===== src/rtl/uart_line_pkg.sv =====
// rtl/uart_line_pkg.sv - shared constants and state types for the UART line adapter
package uart_line_pkg;

  localparam int DATA_BITS = 8;

  typedef enum logic [2:0] {
    R_IDLE,
    R_START,
    R_DATA,
    R_STOP,
    R_BREAK
  } rx_state_t;

  typedef enum logic [1:0] {
    T_IDLE,
    T_START,
    T_DATA,
    T_STOP
  } tx_state_t;

endpackage


===== src/rtl/uart_line_fifo.sv =====
// rtl/uart_line_fifo.sv - synchronous FIFO; push while full is accepted only alongside a pop
module uart_line_fifo #(
  parameter int DEPTH = 4,
  parameter int WIDTH = 8
) (
  input  logic             clock,
  input  logic             reset,
  input  logic             push,
  input  logic [WIDTH-1:0] push_data,
  input  logic             pop,
  output logic [WIDTH-1:0] pop_data,
  output logic             full,
  output logic             empty
);

  localparam int AW = $clog2(DEPTH);
  localparam int PW = AW + 1;

  if (DEPTH < 2 || (DEPTH & (DEPTH - 1)) != 0) begin : g_bad_depth
    $error("uart_line_fifo: DEPTH must be a power of 2 and >= 2");
  end

  logic [WIDTH-1:0] mem_q [DEPTH];
  logic [WIDTH-1:0] mem_d [DEPTH];
  logic [PW-1:0]    wr_ptr_q, wr_ptr_d;
  logic [PW-1:0]    rd_ptr_q, rd_ptr_d;
  logic             do_push;
  logic             do_pop;

  // Pointer compare with a wrap bit distinguishes full from empty; head reads as zero when empty.
  always_comb begin
    empty    = (wr_ptr_q == rd_ptr_q);
    full     = (wr_ptr_q[AW] != rd_ptr_q[AW]) && (wr_ptr_q[AW-1:0] == rd_ptr_q[AW-1:0]);
    do_pop   = pop && !empty;
    do_push  = push && (!full || do_pop);
    pop_data = empty ? '0 : mem_q[rd_ptr_q[AW-1:0]];
    mem_d    = mem_q;
    wr_ptr_d = wr_ptr_q;
    rd_ptr_d = rd_ptr_q;
    if (do_push) begin
      mem_d[wr_ptr_q[AW-1:0]] = push_data;
      wr_ptr_d = wr_ptr_q + PW'(1);
    end
    if (do_pop) begin
      rd_ptr_d = rd_ptr_q + PW'(1);
    end
  end

  // Storage and pointer registers; reset empties the FIFO.
  always_ff @(posedge clock) begin
    if (reset) begin
      for (int i = 0; i < DEPTH; i++) mem_q[i] <= '0;
      wr_ptr_q <= '0;
      rd_ptr_q <= '0;
    end else begin
      mem_q    <= mem_d;
      wr_ptr_q <= wr_ptr_d;
      rd_ptr_q <= rd_ptr_d;
    end
  end

endmodule


===== src/rtl/uart_line_adapter.sv =====
// rtl/uart_line_adapter.sv - 8N1 bit-level bridge between UART pins and a byte stream model
module uart_line_adapter
  import uart_line_pkg::*;
#(
  parameter int DIV      = 16,
  parameter int RX_DEPTH = 4
) (
  input  logic       clock,
  input  logic       reset,
  input  logic       uart_txd,
  output logic       uart_rxd,
  output logic       out_valid,
  input  logic       out_ready,
  output logic [7:0] out_bits,
  input  logic       in_valid,
  output logic       in_ready,
  input  logic [7:0] in_bits,
  input  logic       err_clear,
  output logic       framing_err,
  output logic       overrun
);

  localparam int             CW       = $clog2(DIV);
  localparam logic [CW-1:0]  CNT_FULL = CW'(DIV - 1);
  localparam logic [CW-1:0]  CNT_HALF = CW'(DIV / 2 - 1);
  localparam logic [2:0]     LAST_BIT = 3'(DATA_BITS - 1);

  if (DIV < 4 || (DIV % 2) != 0) begin : g_bad_div
    $error("uart_line_adapter: DIV must be even and >= 4");
  end

  // ---------------- RX path ----------------
  logic                 sync1_q, sync1_d;
  logic                 sync2_q, sync2_d;
  rx_state_t            rx_state_q, rx_state_d;
  logic [CW-1:0]        rx_cnt_q, rx_cnt_d;
  logic [2:0]           rx_idx_q, rx_idx_d;
  logic [DATA_BITS-1:0] rx_shift_q, rx_shift_d;
  logic                 rx_push;
  logic                 rx_stop_err;
  logic                 fifo_full;
  logic                 fifo_empty;
  logic                 fifo_pop;
  logic                 framing_q, framing_d;
  logic                 overrun_q, overrun_d;

  // Two-flop synchronizer for the asynchronous DUT transmit line.
  always_comb begin
    sync1_d = uart_txd;
    sync2_d = sync1_q;
  end

  // Synchronizer registers idle high so reset never looks like a start bit.
  always_ff @(posedge clock) begin
    if (reset) begin
      sync1_q <= 1'b1;
      sync2_q <= 1'b1;
    end else begin
      sync1_q <= sync1_d;
      sync2_q <= sync2_d;
    end
  end

  // RX next-state: half-bit delay to centre on the start bit, then one sample per bit period.
  always_comb begin
    rx_state_d  = rx_state_q;
    rx_cnt_d    = rx_cnt_q;
    rx_idx_d    = rx_idx_q;
    rx_shift_d  = rx_shift_q;
    rx_push     = 1'b0;
    rx_stop_err = 1'b0;
    case (rx_state_q)
      R_IDLE: begin
        if (!sync2_q) begin
          rx_cnt_d   = CNT_HALF;
          rx_state_d = R_START;
        end
      end
      R_START: begin
        if (rx_cnt_q == '0) begin
          if (!sync2_q) begin
            rx_cnt_d   = CNT_FULL;
            rx_idx_d   = '0;
            rx_state_d = R_DATA;
          end else begin
            rx_state_d = R_IDLE;
          end
        end else begin
          rx_cnt_d = rx_cnt_q - CW'(1);
        end
      end
      R_DATA: begin
        if (rx_cnt_q == '0) begin
          rx_shift_d[rx_idx_q] = sync2_q;
          rx_cnt_d             = CNT_FULL;
          if (rx_idx_q == LAST_BIT) begin
            rx_state_d = R_STOP;
          end else begin
            rx_idx_d = rx_idx_q + 3'd1;
          end
        end else begin
          rx_cnt_d = rx_cnt_q - CW'(1);
        end
      end
      R_STOP: begin
        if (rx_cnt_q == '0) begin
          if (sync2_q) begin
            rx_push    = 1'b1;
            rx_state_d = R_IDLE;
          end else begin
            rx_stop_err = 1'b1;
            rx_state_d  = R_BREAK;
          end
        end else begin
          rx_cnt_d = rx_cnt_q - CW'(1);
        end
      end
      R_BREAK: begin
        if (sync2_q) rx_state_d = R_IDLE;
      end
      default: rx_state_d = R_IDLE;
    endcase
  end

  // RX state registers; reset discards any partially received byte.
  always_ff @(posedge clock) begin
    if (reset) begin
      rx_state_q <= R_IDLE;
      rx_cnt_q   <= '0;
      rx_idx_q   <= '0;
      rx_shift_q <= '0;
    end else begin
      rx_state_q <= rx_state_d;
      rx_cnt_q   <= rx_cnt_d;
      rx_idx_q   <= rx_idx_d;
      rx_shift_q <= rx_shift_d;
    end
  end

  uart_line_fifo #(
    .DEPTH (RX_DEPTH),
    .WIDTH (DATA_BITS)
  ) u_rx_fifo (
    .clock     (clock),
    .reset     (reset),
    .push      (rx_push),
    .push_data (rx_shift_q),
    .pop       (fifo_pop),
    .pop_data  (out_bits),
    .full      (fifo_full),
    .empty     (fifo_empty)
  );

  // Stream handshake and sticky flags; a set event in the same cycle as err_clear wins.
  always_comb begin
    out_valid = !fifo_empty;
    fifo_pop  = out_valid && out_ready;
    framing_d = (framing_q && !err_clear) || rx_stop_err;
    overrun_d = (overrun_q && !err_clear) || (rx_push && fifo_full && !fifo_pop);
  end

  // Sticky flag registers.
  always_ff @(posedge clock) begin
    if (reset) begin
      framing_q <= 1'b0;
      overrun_q <= 1'b0;
    end else begin
      framing_q <= framing_d;
      overrun_q <= overrun_d;
    end
  end

  assign framing_err = framing_q;
  assign overrun     = overrun_q;

  // ---------------- TX path ----------------
  tx_state_t            tx_state_q, tx_state_d;
  logic [CW-1:0]        tx_cnt_q, tx_cnt_d;
  logic [2:0]           tx_idx_q, tx_idx_d;
  logic [DATA_BITS-1:0] tx_shift_q, tx_shift_d;
  logic                 rxd_q, rxd_d;

  // TX next-state: each line level is registered and held for a full bit period.
  always_comb begin
    tx_state_d = tx_state_q;
    tx_cnt_d   = tx_cnt_q;
    tx_idx_d   = tx_idx_q;
    tx_shift_d = tx_shift_q;
    rxd_d      = rxd_q;
    in_ready   = (tx_state_q == T_IDLE) && !reset;
    case (tx_state_q)
      T_IDLE: begin
        rxd_d = 1'b1;
        if (in_valid) begin
          tx_shift_d = in_bits;
          rxd_d      = 1'b0;
          tx_cnt_d   = CNT_FULL;
          tx_state_d = T_START;
        end
      end
      T_START: begin
        if (tx_cnt_q == '0) begin
          rxd_d      = tx_shift_q[0];
          tx_shift_d = tx_shift_q >> 1;
          tx_idx_d   = '0;
          tx_cnt_d   = CNT_FULL;
          tx_state_d = T_DATA;
        end else begin
          tx_cnt_d = tx_cnt_q - CW'(1);
        end
      end
      T_DATA: begin
        if (tx_cnt_q == '0) begin
          tx_cnt_d = CNT_FULL;
          if (tx_idx_q == LAST_BIT) begin
            rxd_d      = 1'b1;
            tx_state_d = T_STOP;
          end else begin
            rxd_d      = tx_shift_q[0];
            tx_shift_d = tx_shift_q >> 1;
            tx_idx_d   = tx_idx_q + 3'd1;
          end
        end else begin
          tx_cnt_d = tx_cnt_q - CW'(1);
        end
      end
      T_STOP: begin
        if (tx_cnt_q == '0) begin
          tx_state_d = T_IDLE;
        end else begin
          tx_cnt_d = tx_cnt_q - CW'(1);
        end
      end
      default: tx_state_d = T_IDLE;
    endcase
  end

  // TX registers; reset aborts a frame and drives the line idle high immediately.
  always_ff @(posedge clock) begin
    if (reset) begin
      tx_state_q <= T_IDLE;
      tx_cnt_q   <= '0;
      tx_idx_q   <= '0;
      tx_shift_q <= '0;
      rxd_q      <= 1'b1;
    end else begin
      tx_state_q <= tx_state_d;
      tx_cnt_q   <= tx_cnt_d;
      tx_idx_q   <= tx_idx_d;
      tx_shift_q <= tx_shift_d;
      rxd_q      <= rxd_d;
    end
  end

  assign uart_rxd = rxd_q;

endmodule

===== config.mk =====
export PLATFORM = sky130hd
export DESIGN_NAME = uart_line_adapter
export DESIGN_NICKNAME = d
export VERILOG_FILES = /design/src/rtl/uart_line_pkg.sv /design/src/rtl/uart_line_fifo.sv /design/src/rtl/uart_line_adapter.sv
export SDC_FILE = /design/constraint.sdc
export NUM_CORES = 1
export LEC_CHECK = 0
export BUFFER_PORTS_ARGS = -buffer_cell sky130_fd_sc_hd__buf_2
export CAP_MARGIN = 10
export CORE_MARGIN = 4
export CORE_UTILIZATION = 50
export CTS_BUF_LIST = sky130_fd_sc_hd__clkbuf_16
export DETAILED_ROUTE_END_ITERATION = 12
export PLACE_DENSITY = 0.7
export SETUP_SLACK_MARGIN = 0.15
export SYNTH_ARGS = -nofsm -noshare
export SYNTH_HDL_FRONTEND = slang
export SYNTH_HIERARCHICAL = 1
export SYNTH_SLANG_ARGS = --single-unit

===== constraint.sdc =====
create_clock -name clock -period 2.4 [get_ports clock]
set_clock_uncertainty 0.05 [all_clocks]
set_input_delay 0.12 -clock clock [delete_from_list [all_inputs] [get_ports clock]]
set_output_delay 0.12 -clock clock [all_outputs]
set_load 0.01 [all_outputs]

==> impl_results.md <==
* GRT Total Usage at 0.169
* CP endpoint kind: register
* CP Data Arrival Time at about 2.3 ns
* First-pass GRT wire length at 13.4 mm
* Synth Register Bits at between 70 and 80
* Worst-path cell chain: xor2_2 -> or2_4 -> nor2_4 -> nor2b_4 -> o41a_1 -> buf_12 -> nand2_8 -> mux2i_1
* Grt total ovfl at 0
* Top cells by area, synth: dfxtp_1, mux2i_1, nand2b_1
* DP HPWL at about 5.5 mm
* Asr flop ratio synth at 0
* Num CTS Buffers at 9
* Die area at between 9000 and 10,000 sq um
* RSZ-0062 raised after global routing: false
* Clk sinks at between 70 and 80
* Library cells used by synthesis at 61
* CTS tree: done
* Syn Area/Cell at between 9 and 10 sq um
* Worst Setup Start Kind: register
* Final instance area at around 4700 sq um
* Synth Instances at 407
* CP Max Fanout at 8
* Clock transition at path regs at 0.06 ns
* Main synth FF type: dfxtp_1
* Top cell type's share of synthesized area at 0.385
* Headroom to the max-slew limit at 0.584
* Drt first pass iters at 4
* Kind of critical path: reg -> reg
* Area after DPL at ~4300 sq um
* Via count at between 2,000 and 3,000
* Achievable Freq at ~480 MHz
* Row count at 32
* Routed WL at between 7 and 8 mm
* Final Hold Viols at 0
* Initial core utilization at 0.520
* Top delay family on crit path: simple AND/OR/NAND/NOR gates
* Post-DRT Antenna Nets at 0
* Total negative setup slack at 0 ns
* Fin crit share at 0.872
* Largest net degree at the start of global routing at 34
* Max stage delay on crit path at roughly 0.46 ns
* Max-cap viol count at 0
* Area Growth Syn to Fin at 15.7%
* Seq/Total Area, Yosys at 0.385
* Initial antenna violation count at 0
* Clk_lat worst skew at between 0.3 and 0.4 ns
* Post-synthesis net count at between 400 and 500
* Vias in the first global route at 2,873
* CP required at between 2 and 3 ns
* Filler cell count at ~700
* Port Buf Inserts at 26
* Root buf cell: clkbuf_16
* Fin nets at 468
* Status: finished, final reports clean
* Clk buf depth at 2
* Tmin final at around 2.1 ns
* Pins Over Slew Limit at 0
* HP Class: in -> reg
* Reg2reg setup slack at between 0.3 and 0.4 ns
* Iteration-0 DRC Markers at 91
* Slowest CP cell: o41a_1
* Synth cell count leaders: dfxtp_1, mux2i_1, nor2_1
* DRC viols at 0
* WL per Instance at approximately 14 microns
* Ant. Diodes at 0
* Io pins at 27
* Worst-Margin Slew at 0.623 ns
* Core ar. at between 7000 and 8000 sq um
* Die width at roughly 98 microns
* Die height at slightly below 100 microns
* Warnings, synthesis at 6
* Final setup viols at 0
* Routed vias/inst at between 5 and 6
* Post-Synthesis Cell Area at between 4000 and 5000 sq um
* CTS H-tree lvls at 3
* Buffers & Inverters on Critical Path at 1
* Gpl congestion at 0.802
* Power per cell area at between 800 and 900 nW/um^2
* Top-count cell post-synth: dfxtp_1
* Layout cell share with drive strength beyond 1 at 0.210
* Leakage at between 0.0015 and 0.002 uW
* Worst vdd ir at roughly 0.65 mV
* Cell accounting for the most synthesized area: dfxtp_1
* Number of flops mapped to enable cells by yosys at 0
-- state kept, by name, summed over array words and instances (netlist names) --
| name | count |
|---|---|
| framing_err | 1 |
| overrun | 1 |
| rx_cnt_q | 4 |
| rx_idx_q | 3 |
| rx_shift_q | 8 |
| rx_state_q | 3 |
| sync1_q | 1 |
| sync2_q | 1 |
| tx_cnt_q | 4 |
| tx_idx_q | 3 |
| tx_shift_q | 8 |
| tx_state_q | 2 |
| u_rx_fifo/mem_q | 32 |
| u_rx_fifo/rd_ptr_q | 3 |
| u_rx_fifo/wr_ptr_q | 3 |
| uart_rxd | 1 |
-- cell type report --
type	instances	area [sq um]	area share
clock buffers	9	225	0.0479
clock inverters	7	104	0.0221
inverters	13	48.8	0.0104
multi-input cells	294	2350	0.500
flip-flops and latches	78	1560	0.333
well taps	102	128	0.0272
repair buffers	42	282	0.0599
-- cell families after synthesis --
| family | after synthesis | share of synthesized area |
|---|---|---|
| buf+inv | 35 | 0.0453 |
| fa+ha+maj | 16 | 0.0493 |
| mux | 53 | 0.156 |
| flops | 78 | 0.385 |
| simple gates | 157 | 0.232 |
| xor+xnor | 8 | 0.0237 |
| compound gates | 60 | 0.109 |
-- worst min-delay path, delay by kind of cell --
family | cells | cell delay [ns]
AO/OA/AOI/OAI | 1 | 0.06
buffers and inverters | 1 | 0.10
AND/OR/NAND/NOR | 1 | 0.07
-- per-layer routing --
layer	routed length, microns	global-route usage	part of all wire	vias to the layer above
li1	-	-	-	1495
met1	3630	0.222	0.47	1410
met2	3740	0.270	0.48	45
met3	275	0.0379	0.036	6
met4	85	0.0692	0.011	0
met5	0	0	0	-
-- per-stage QoR --
step | cells | util | hold WS (ns) | setup slack (ns) | power, uW
finish | 545 | 0.602 | 0.0115 | 0.307 | 4130
floorplan | 407 | - | 0.174 | 0.213 | 2450
CTS | 544 | 0.596 | 0.00107 | 0.210 | 4150
global route | 545 | 0.602 | 0.0175 | 0.126 | 4380
global placement | 527 | 0.553 | 0.257 | 0.207 | 2610
detailed placement | 527 | 0.553 | 0.258 | 0.114 | 2650
-- cells in the final DEF (no fill, tap or decap), types with 5 or more instances in the layout --
| cell type | count |
|---|---|
| o21ai_0 | 14 |
| nor2_1 | 39 |
| nand2_1 | 11 |
| a211oi_1 | 9 |
| nor2b_1 | 13 |
| nand3b_1 | 11 |
| buf_2 | 26 |
| buf_4 | 12 |
| mux2i_1 | 44 |
| dfxtp_1 | 77 |
| nand2b_1 | 34 |
| mux4_2 | 8 |
| clkbuf_16 | 9 |
| inv_1 | 13 |
| nor3b_1 | 6 |
| nor3_1 | 6 |
| ha_1 | 15 |
| nand3_1 | 5 |
| a21oi_1 | 12 |
-- repair_timing --
item                                    CTS  global route
setup buffers                             0             1
pin swaps                                 1             2
hold endpoints to repair                  1             0
endpoints found under the setup margin    6            39
hold buffers                              1             0
resized for setup                         0             6
-- report_power, final --
| group | internal (uW) | switching [uW] |
|---|---|---|
| clock network | 925 | 553 |
| logic | 526 | 616 |
| registers | 1420 | 95.8 |
| total | 2870 | 1260 |
-- final timing paths --
path,to,cells past startpoint,from
worst max-delay path,u_rx_fifo/mem_q[28]$_SDFFE_PP0P_,8,u_rx_fifo/wr_ptr_q[0]$_SDFFE_PP0P_
worst min register to register,sync2_q$_SDFF_PP1_,1,sync1_q$_SDFF_PP1_
worst max register to register,u_rx_fifo/mem_q[28]$_SDFFE_PP0P_,8,u_rx_fifo/wr_ptr_q[0]$_SDFFE_PP0P_
worst min-delay path,tx_shift_q[7]$_SDFFE_PP0P_,3,in_bits[7]
(Power assumes the default switching activity.)
